[config.mk]
export PLATFORM = sky130hd
export DESIGN_NAME = pq_pop_dispatcher
export DESIGN_NICKNAME = d
export VERILOG_FILES = /design/src/rtl/pq_pop_dispatcher.sv
export SDC_FILE = /design/constraint.sdc
export NUM_CORES = 1
export LEC_CHECK = 0
export CAP_MARGIN = 15
export CORE_MARGIN = 3
export CORE_UTILIZATION = 50
export CTS_BUF_LIST = sky130_fd_sc_hd__clkbuf_4 sky130_fd_sc_hd__clkbuf_8 sky130_fd_sc_hd__clkbuf_16
export DETAILED_ROUTE_END_ITERATION = 8
export DONT_BUFFER_PORTS = 1
export MAX_ROUTING_LAYER = met4
export PLACE_DENSITY = 0.62
export REMOVE_ABC_BUFFERS = 1
export SYNTH_ARGS = -nofsm -noshare
export SYNTH_HDL_FRONTEND = slang
export SYNTH_SLANG_ARGS = --single-unit
[constraint.sdc]
create_clock -name clk_i -period 3.2 [get_ports clk_i]
set_clock_uncertainty 0.1 [all_clocks]
set_input_delay 0.64 -clock clk_i [delete_from_list [all_inputs] [get_ports clk_i]]
set_output_delay 0.64 -clock clk_i [all_outputs]
set_load 0.01 [all_outputs]
[src/rtl/pq_pop_dispatcher.sv]
// Pop-side client of the array priority queue: one outstanding pop at a time, returned
// cells buffered in a small FWFT FIFO and streamed out. Optional stats: PQ_DISP_STATS_EN.
module pq_pop_dispatcher #(
  parameter int DATA_WIDTH = 16,
  parameter int ID_WIDTH   = 3,
  parameter int BUF_DEPTH  = 2
) (
  input  logic                           clk_i,
  input  logic                           rst_i,
  input  logic                           pq_empty_i,
  output logic                           pq_pop_o,
  input  logic                           pq_cell_valid_i,
  input  logic [DATA_WIDTH+ID_WIDTH-1:0] pq_cell_i,
  output logic                           out_valid_o,
  input  logic                           out_ready_i,
  output logic [DATA_WIDTH+ID_WIDTH-1:0] out_cell_o,
`ifdef PQ_DISP_STATS_EN
  output logic [15:0]                    disp_cnt_o,
`endif
  output logic                           err_o
);

  localparam int CELL_W = DATA_WIDTH + ID_WIDTH;
  localparam int PTR_W  = $clog2(BUF_DEPTH);
  localparam int CNT_W  = PTR_W + 1;
  localparam logic [CNT_W-1:0] FULL_CNT = CNT_W'(BUF_DEPTH);

  localparam logic [0:0] ST_IDLE = 1'b0;
  localparam logic [0:0] ST_WAIT = 1'b1;

  logic [0:0]       state_q, state_d;
  logic [PTR_W-1:0] wr_ptr_q, wr_ptr_d;
  logic [PTR_W-1:0] rd_ptr_q, rd_ptr_d;
  logic [CNT_W-1:0] count_q, count_d;
  logic             err_q, err_d;

  logic [CELL_W-1:0] mem_q [BUF_DEPTH];

  logic pop;
  logic push;
  logic pull;
  logic not_empty;

  assign not_empty = (count_q != '0);

  // Issue is gated on the registered count only; a dequeue this cycle frees space next cycle.
  always_comb begin
    pop  = (state_q == ST_IDLE) && !pq_empty_i && (count_q != FULL_CNT) && !rst_i;
    push = (state_q == ST_WAIT) && pq_cell_valid_i;
    pull = not_empty && out_ready_i;
  end

  always_comb begin
    state_d = state_q;
    case (state_q)
      ST_IDLE: if (pop)             state_d = ST_WAIT;
      ST_WAIT: if (pq_cell_valid_i) state_d = ST_IDLE;
      default:                      state_d = ST_IDLE;
    endcase
  end

  // A response with no pop outstanding is dropped and flagged until reset.
  always_comb begin
    err_d = err_q | ((state_q == ST_IDLE) && pq_cell_valid_i);
  end

  always_comb begin
    wr_ptr_d = wr_ptr_q;
    rd_ptr_d = rd_ptr_q;
    count_d  = count_q;
    if (push) wr_ptr_d = wr_ptr_q + PTR_W'(1);
    if (pull) rd_ptr_d = rd_ptr_q + PTR_W'(1);
    case ({push, pull})
      2'b10:   count_d = count_q + CNT_W'(1);
      2'b01:   count_d = count_q - CNT_W'(1);
      default: count_d = count_q;
    endcase
  end

  always_ff @(posedge clk_i or posedge rst_i) begin
    if (rst_i) begin
      state_q  <= ST_IDLE;
      wr_ptr_q <= '0;
      rd_ptr_q <= '0;
      count_q  <= '0;
      err_q    <= 1'b0;
    end else begin
      state_q  <= state_d;
      wr_ptr_q <= wr_ptr_d;
      rd_ptr_q <= rd_ptr_d;
      count_q  <= count_d;
      err_q    <= err_d;
    end
  end

  // Storage needs no reset: the head is masked to zero whenever the FIFO is empty.
  always_ff @(posedge clk_i) begin
    if (push) mem_q[wr_ptr_q] <= pq_cell_i;
  end

  assign pq_pop_o    = pop;
  assign out_valid_o = not_empty;
  assign out_cell_o  = not_empty ? mem_q[rd_ptr_q] : '0;
  assign err_o       = err_q;

`ifdef PQ_DISP_STATS_EN
  logic [15:0] disp_cnt_q, disp_cnt_d;

  always_comb begin
    disp_cnt_d = disp_cnt_q;
    if (pull && (disp_cnt_q != 16'hFFFF)) disp_cnt_d = disp_cnt_q + 16'd1;
  end

  always_ff @(posedge clk_i or posedge rst_i) begin
    if (rst_i) disp_cnt_q <= '0;
    else       disp_cnt_q <= disp_cnt_d;
  end

  assign disp_cnt_o = disp_cnt_q;
`endif

endmodule
==> flow_summary_export.csv, run 1 <==
group,metric,value,unit
route,initialDrtViolationCount,26,
floorplanning,rows,20,
setup_path,rr_startpoint,"count_q[0]",
sta,slew_violations,0,
sta,fmax,412,MHz
clock_tree,h-tree-depth,2,
sta,hold_violations,0,
clock_tree,cts_resized,0,
setup_path,cp_cell_sequence,"nor2_2, nor2_1",
sta,worstMarginPinSlew,885,ps
sta,period_share,75.8,%
min_path,hp-class,"input pin to flip-flop",
synthesis,synthTopCellsByCount,"38 x edfxtp_1, 22 x nor2_1, 19 x mux2i_1",
run_status,outcome,"completed",
layout,diodes,0,
floorplanning,die_w,64.6,um
global_route,grt_pass1_vias,847,
route,drc,0,
setup_path,critPathLaunchType,"flip-flop",
clock_tree,clock-sinks,44,
route,post_drt_wl_per_cell,15.6,um
clock_tree,path_clk_slew,110,ps
sta,max_slew_margin,41.0,%
synthesis,synthCells,105,
setup_path,critPathBufInv,0,
synthesis,ys.flop_type,"edfxtp_1",
global_route,grt_max_degree,22,
route,via_count,800,
setup_path,cp-end-kind,"output pin",
synthesis,synth.distinct_cells,16,
place,io_buffers,0,
clock_tree,insertion_delay,340,ps
sta,tns,0,ps
route,viasPerCell,5.13,
clock_tree,cts_tree,"built",
min_path,min_to,"state_q",
route,drtPass1Iterations,3,
synthesis,synth_top_area_cell,"edfxtp_1",
place,placed_area,1770,um2
floorplanning,die_area,4170,um2
floorplanning,die_y,64.6,um
setup_path,crit_path_max_incr_delay,670,ps
setup_path,crit_required,2460,ps
synthesis,synth_most_common_cell,"edfxtp_1",
setup_path,cpMaxStageDelayCell,"nor2_2",
setup_path,cp_top_family,"simple AND/OR/NAND/NOR gates",
setup_path,critPathMaxFanout,21,
floorplanning,io_pins,46,
layout,design_area,1840,um2
power,p_total,1.46,mW
setup_path,criticalPathCategory,"flip-flop to output pin",
synthesis,ys_warn_count,0,
setup_path,reg2reg_to,"count_q[1]",
layout,nNetsFinal,136,
synthesis,yosysSeqAreaShare,75.2,%
run,cap_violations,0,
global_route,antenna_found_initial,0,
synthesis,synth_area,1720,um2
synthesis,syn-mean-instance-area,16.3,um2
sta,setup_violations,0,
route,wl,2.44,mm
global_route,grt_overflow_total,0,
power,leakagePower,0.673,nW
floorplanning,coreArea,3150,um2
min_path,hp-start,"pq_cell_valid_i",
synthesis,ys_ff_latch,44,
global_route,grt_pass1_wl,3.93,mm
synthesis,synth_top_area_share,66.5,%
setup_path,reg2reg_slack,1140,ps
min_path,hold_depth,1,
route,ant_nets,0,
place,hpwlAfterDp,1.66,mm
synthesis,async_flop_share,13.6,%
floorplanning,start_util,54.4,%
clock_tree,cts_buffers,5,
setup_path,cp.arrival,1690,ps
sta,rsz0062_at_grt,"false",
clock_tree,clockBufferDepth,2,
power,vdd_drop_max,0.456,mV
layout,syn_to_final_growth,7.07,%
sta,period_needed,2430,ps
layout,final_layout_size_suffix_gt1_share,12.5,%
setup_path,reg2reg_depth,5,
synthesis,synth_area_leaders,"edfxtp_1 66%, mux2i_1 11%, dfrtp_1 8.7%, nor2_1 4.8%, a2111oi_4 1.6%",
power,power_density,795,nW/um2
clock_tree,cts_root_buf,"clkbuf_4",
place,gp_congestion,0.648,
global_route,track_usage,13.5,%
synthesis,synth_edf_count,38,
state kept, by name (all words and copies together) (netlist names):
signal / cells
mem_q: 38
count_q: 2
err_o: 1
rd_ptr_q: 1
state_q: 1
wr_ptr_q: 1
final cells by class:
type	count	area [um2]
fillers	271	1320
flip-flops and latches	44	1290
multi-input cells	53	395
well taps	44	55.1
clock buffers	6	45.0
repair buffers	3	25.0
inverters	4	15.0
clock inverters	2	11.3
cell usage in the layout (no fill, tap or decap), drive strengths merged:
cell type    Yosys  layout
a2111oi          1       1
a21o             1       1
and3             1       1
buf              4       2
clkbuf           0       6
clkinv           0       1
clkinvlp         0       1
dfrtp            6       6
dlygate4sd3      0       1
edfxtp          38      38
ha               1       1
inv              4       4
mux2i           19      19
nand2            1       1
nor2            22      22
nor2b            1       1
o21bai           1       1
xnor2            3       3
xor2             2       2
where the power goes:
part | switching, mW | total [mW] | internal (mW)
logic | 0.274 | 0.434 | 0.160
clock network | 0.157 | 0.250 | 0.0922
registers | 0.0709 | 0.778 | 0.707
logic make-up (layout without fill, tap and decap cells):
| kind of cell | count (synthesis) | after routing | synth area share, % |
|---|---|---|---|
| adders and majority gates | 1 | 1 | 0.729 |
| and+or+nand+nor | 25 | 25 | 5.90 |
| DFF | 44 | 44 | 75.2 |
| muxes | 19 | 19 | 11.1 |
| buffers and inverters | 8 | 15 | 2.04 |
| xor gates and xnor gates | 5 | 5 | 2.55 |
| AOI/OAI and AO/OA | 3 | 3 | 2.48 |
stage by stage:
step	util, %	setup slack, ps	instances	hold slack, ps
after floorplan	-	1130	101	331
after global placement	56.2	1120	147	358
after detailed placement	56.2	1100	147	354
after CTS	58.3	700	156	249
after global routing	58.3	573	156	240
final	58.3	774	156	267
metal layers:
metal | vias to the layer above | wire length (um) | track usage, %
met5 | - | 0 | -
met4 | 0 | 39 | 7.12
met3 | 4 | 212 | 5.89
met2 | 33 | 1260 | 21.5
met1 | 378 | 922 | 14.1
li1 | 385 | - | -
how the worst max path moves through the flow:
| stage | slack, ps | cells past startpoint | startpoint | to |
|---|---|---|---|---|
| final | 770 | 2 | count_q[0] | out_cell_o[5] |
| after global routing | 570 | 2 | count_q[0] | out_cell_o[4] |
| after CTS | 700 | 2 | count_q[0] | out_cell_o[7] |
| after detailed placement | 1100 | 2 | count_q[0] | out_cell_o[7] |
| after global placement | 1120 | 2 | count_q[0] | out_cell_o[5] |
| after floorplan | 1130 | 2 | count_q[0] | out_cell_o[0] |
timing repair:
action / in CTS / in global routing
hold buffers: 1 / 0
setup buffers: 0 / 0
hold endpoints to repair: 6 / 0
Note: power is estimated with default switching activity, not from simulation.
==> inputs of run 2 (changes only) <==
--- a/config.mk
+++ b/config.mk
@@ -5,6 +5,7 @@
 export SDC_FILE = /design/constraint.sdc
 export NUM_CORES = 1
 export LEC_CHECK = 0
+export ABC_AREA = 1
 export CAP_MARGIN = 15
 export CORE_MARGIN = 3
 export CORE_UTILIZATION = 50
@@ -12,7 +13,7 @@
 export DETAILED_ROUTE_END_ITERATION = 8
 export DONT_BUFFER_PORTS = 1
 export MAX_ROUTING_LAYER = met4
-export PLACE_DENSITY = 0.62
+export PLACE_DENSITY = 0.65
 export REMOVE_ABC_BUFFERS = 1
 export SYNTH_ARGS = -nofsm -noshare
 export SYNTH_HDL_FRONTEND = slang
==> constraint.sdc (replaced) <==
create_clock -name clk_i -period 2 [get_ports clk_i]
set_clock_uncertainty 0.1 [all_clocks]
set_input_delay 0.4 -clock clk_i [delete_from_list [all_inputs] [get_ports clk_i]]
set_output_delay 0.4 -clock clk_i [all_outputs]
set_load 0.01 [all_outputs]
==> flow_summary_export.csv, run 2 <==
group,metric,value,unit
clock_tree,cts_tree,"built",
synthesis,ys.flop_type,"edfxtp_1",
global_route,top_usage_layer,"met2",
synthesis,ys_warn_count,0,
sta,max_slew_margin,76.6,%
floorplanning,die_w,66.2,um
setup_path,critPathLaunchType,"flip-flop",
synthesis,synth_top_area_cell,"edfxtp_1",
sta,slew_violations,0,
power,clock_power_share,16.1,%
power,vdd_drop_max,0.630,mV
layout,final_layout_size_suffix_gt1_share,26.5,%
clock_tree,clock-sinks,44,
route,viasPerCell,5.32,
setup_path,cp-end-kind,"output pin",
layout,largestRegisters,"mem_q (38), count_q (2)",
layout,largest_register,"mem_q",
floorplanning,start_util,53.0,%
layout,fillerInstances,299,
global_route,grt_overflow_total,0,
floorplanning,die_area,4380,um2
global_route,grt_pass1_vias,1093,
layout,fin_util,57.5,%
clock_tree,cts_buffers,5,
layout,diodes,0,
clock_tree,cts_root_buf,"clkbuf_4",
power,leakagePower,0.717,nW
floorplanning,io_pins,46,
setup_path,rr_startpoint,"count_q[0]",
synthesis,synth_edf_count,38,
layout,mostFrequentLayoutCells,"47 x nand2_1, 38 x edfxtp_1, 19 x a21oi_2",
floorplanning,rows,21,
synthesis,syn-mean-instance-area,12.8,um2
synthesis,synth_top_area_share,63.1,%
synthesis,ys_ff_latch,44,
place,placed_area,1890,um2
route,post_drt_wl_per_cell,15.5,um
global_route,antenna_found_initial,0,
sta,rsz0062_at_grt,"false",
sta,fmax,526,MHz
place,dp_cells,188,
global_route,grt_pass1_wl,4.92,mm
power,seqPwrFrac,47.0,%
setup_path,cp_cell_sequence,"nor2_4, buf_4, a21oi_2",
setup_path,critPathMaxFanout,21,
global_route,track_usage,16.2,%
sta,period_needed,1900,ps
layout,fin_cells,197,
floorplanning,die_y,66.2,um
min_path,hp-start,"pq_cell_i[7]",
setup_path,cp.arrival,1400,ps
route,drtPass1Iterations,4,
setup_path,crit_required,1500,ps
clock_tree,clockBufferDepth,2,
layout,design_area,1960,um2
sta,worstMarginPinSlew,351,ps
layout,largest_reg_flops,38,
setup_path,cpMaxStageDelayCell,"dfrtp_1",
global_route,grt_max_degree,22,
clock_tree,insertion_delay,330,ps
clock_tree,postCtsSetupRepairBufs,0,
synthesis,synth_area,1810,um2
power,p_int,1.59,mW
clock_tree,h-tree-depth,2,
power,p_total,2.59,mW
run_status,outcome,"completed",
synthesis,synth_most_common_cell,"nand2_1",
route,ant_nets,0,
global_route,grtUsageMet3,7.65,%
setup_path,reg2reg_to,"count_q[1]",
sta,setup_violations,0,
min_path,hp-class,"input pin to flip-flop",
run,cap_violations,0,
synthesis,yosysSeqAreaShare,71.4,%
route,wl,3.06,mm
route,drc,0,
power,p_sw,0.999,mW
setup_path,criticalPathCategory,"flip-flop to output pin",
place,io_buffers,0,
layout,final_common_cell,"nand2_1",
clock_tree,path_clk_slew,120,ps
global_route,grt_util_met1,16.4,%
route,initialDrtViolationCount,47,
layout,syn_to_final_growth,8.51,%
synthesis,async_flop_share,13.6,%
power,comb_power_share,36.9,%
place,gp_congestion,0.710,
place,hpwlAfterDp,2.18,mm
sta,hold_violations,0,
synthesis,synth.distinct_cells,19,
floorplanning,coreArea,3420,um2
min_path,min_to,"mem_q[1][7]",
layout,nNetsFinal,175,
min_path,hold_depth,0,
synthesis,synthTopCellsByCount,"47 x nand2_1, 38 x edfxtp_1, 19 x a21oi_2",
power,power_density,1320,nW/um2
synthesis,synthCells,141,
setup_path,crit_path_max_incr_delay,470,ps
setup_path,reg2reg_slack,580,ps
route,via_count,1049,
global_route,gr-usage-met2,27.0,%
setup_path,reg2reg_depth,7,
sta,period_share,95.0,%
sta,tns,0,ps
power,netSwitchingFraction,38.6,%
synthesis,synth_area_leaders,"edfxtp_1 63%, nand2_1 9.8%, a21oi_2 9.2%, dfrtp_1 8.3%, inv_1 1.9%",
[run 2: cell count changes in the layout (fill, tap and decap cells not counted), moves of 2 or more]
cell | previous run | this run
xnor2_1 | 3 | 1
mux2i_1 | 19 | 0
inv_1 | 3 | 9
nand2_1 | 1 | 47
buf_4 | 2 | 6
a21oi_2 | 0 | 19
nor2_1 | 20 | 3
[run 2: worst max-delay path: cells and delay by family, from the launching register on]
kind / cells / cell delay [ps]
AOI/OAI and AO/OA: 1 / 100
DFF: 1 / 470
buffers and inverters: 1 / 340
and+or+nand+nor: 1 / 140
[run 2: layout make-up]
cell class                 instances  area, um2  share of cell area [%]
timing repair buffer               8       75.1                    3.82
sequential                        44       1290                    65.8
tap                               46       57.6                    2.93
clock buffer                       7       52.6                    2.68
inverter                          10       37.5                    1.91
clock inverter                     1       5.00                   0.255
multi-input combinational         81        443                    22.6
[run 2: timing repair]
| action | 4_1_cts | 5_1_grt |
|---|---|---|
| endpoints found under the setup margin | 0 | 19 |
| hold endpoints to repair | 6 | 0 |
| hold buffers | 1 | 0 |
| gates resized for setup | 0 | 1 |
[run 2: worst max-delay path by stage]
stage / startpoint / end / slack, ps / cells after the start
finish: count_q[0] / out_cell_o[5] / 100 / 3
CTS: rd_ptr_q / out_cell_o[2] / 40 / 3
detailed placement: rd_ptr_q / out_cell_o[2] / 430 / 3
floorplan: pq_cell_valid_i / mem_q[1][0] / 170 / 2
global placement: rd_ptr_q / out_cell_o[16] / 480 / 3
global route: count_q[0] / out_cell_o[9] / 5 / 3
[run 2: power by group through the flow]
stage	Clock [mW]	Combinational (mW)	Sequential [mW]
final	0.416	0.957	1.22
after global routing	0.476	1.06	1.24
after CTS	0.435	0.977	1.22
after detailed placement	0	0.974	1.24
after global placement	0	0.941	1.23
after floorplan	0	0.698	1.24
[run 2: cells by family (layout without fill, tap and decap cells)]
group                    after synthesis  after routing  share of synthesized area (%)
AO/OA/AOI/OAI                         22             22                           10.2
adder cells (fa/ha/maj)                1              1                          0.691
AND/OR/NAND/NOR                       56             56                           12.4
XOR/XNOR                               2              2                          0.968
flip-flops                            44             44                           71.4
buffers and inverters                 16             26                           4.43
[run 2: metal layers]
metal | part of all wire (%) | wire, um | vias up
met5 | 0 | 0 | -
met4 | 1.3 | 40 | 0
met3 | 9.7 | 297 | 4
met2 | 53 | 1620 | 38
met1 | 36 | 1110 | 514
li1 | - | - | 493
[run 2: stage by stage]
stage | hold WS [ps] | setup WS, ps
2_1_floorplan | 99.3 | 173
3_3_place_gp | 125 | 481
3_5_place_dp | 140 | 430
4_1_cts | 22.0 | 41.4
5_1_grt | 4.76 | 5.05
6_report | 40.0 | 99.6
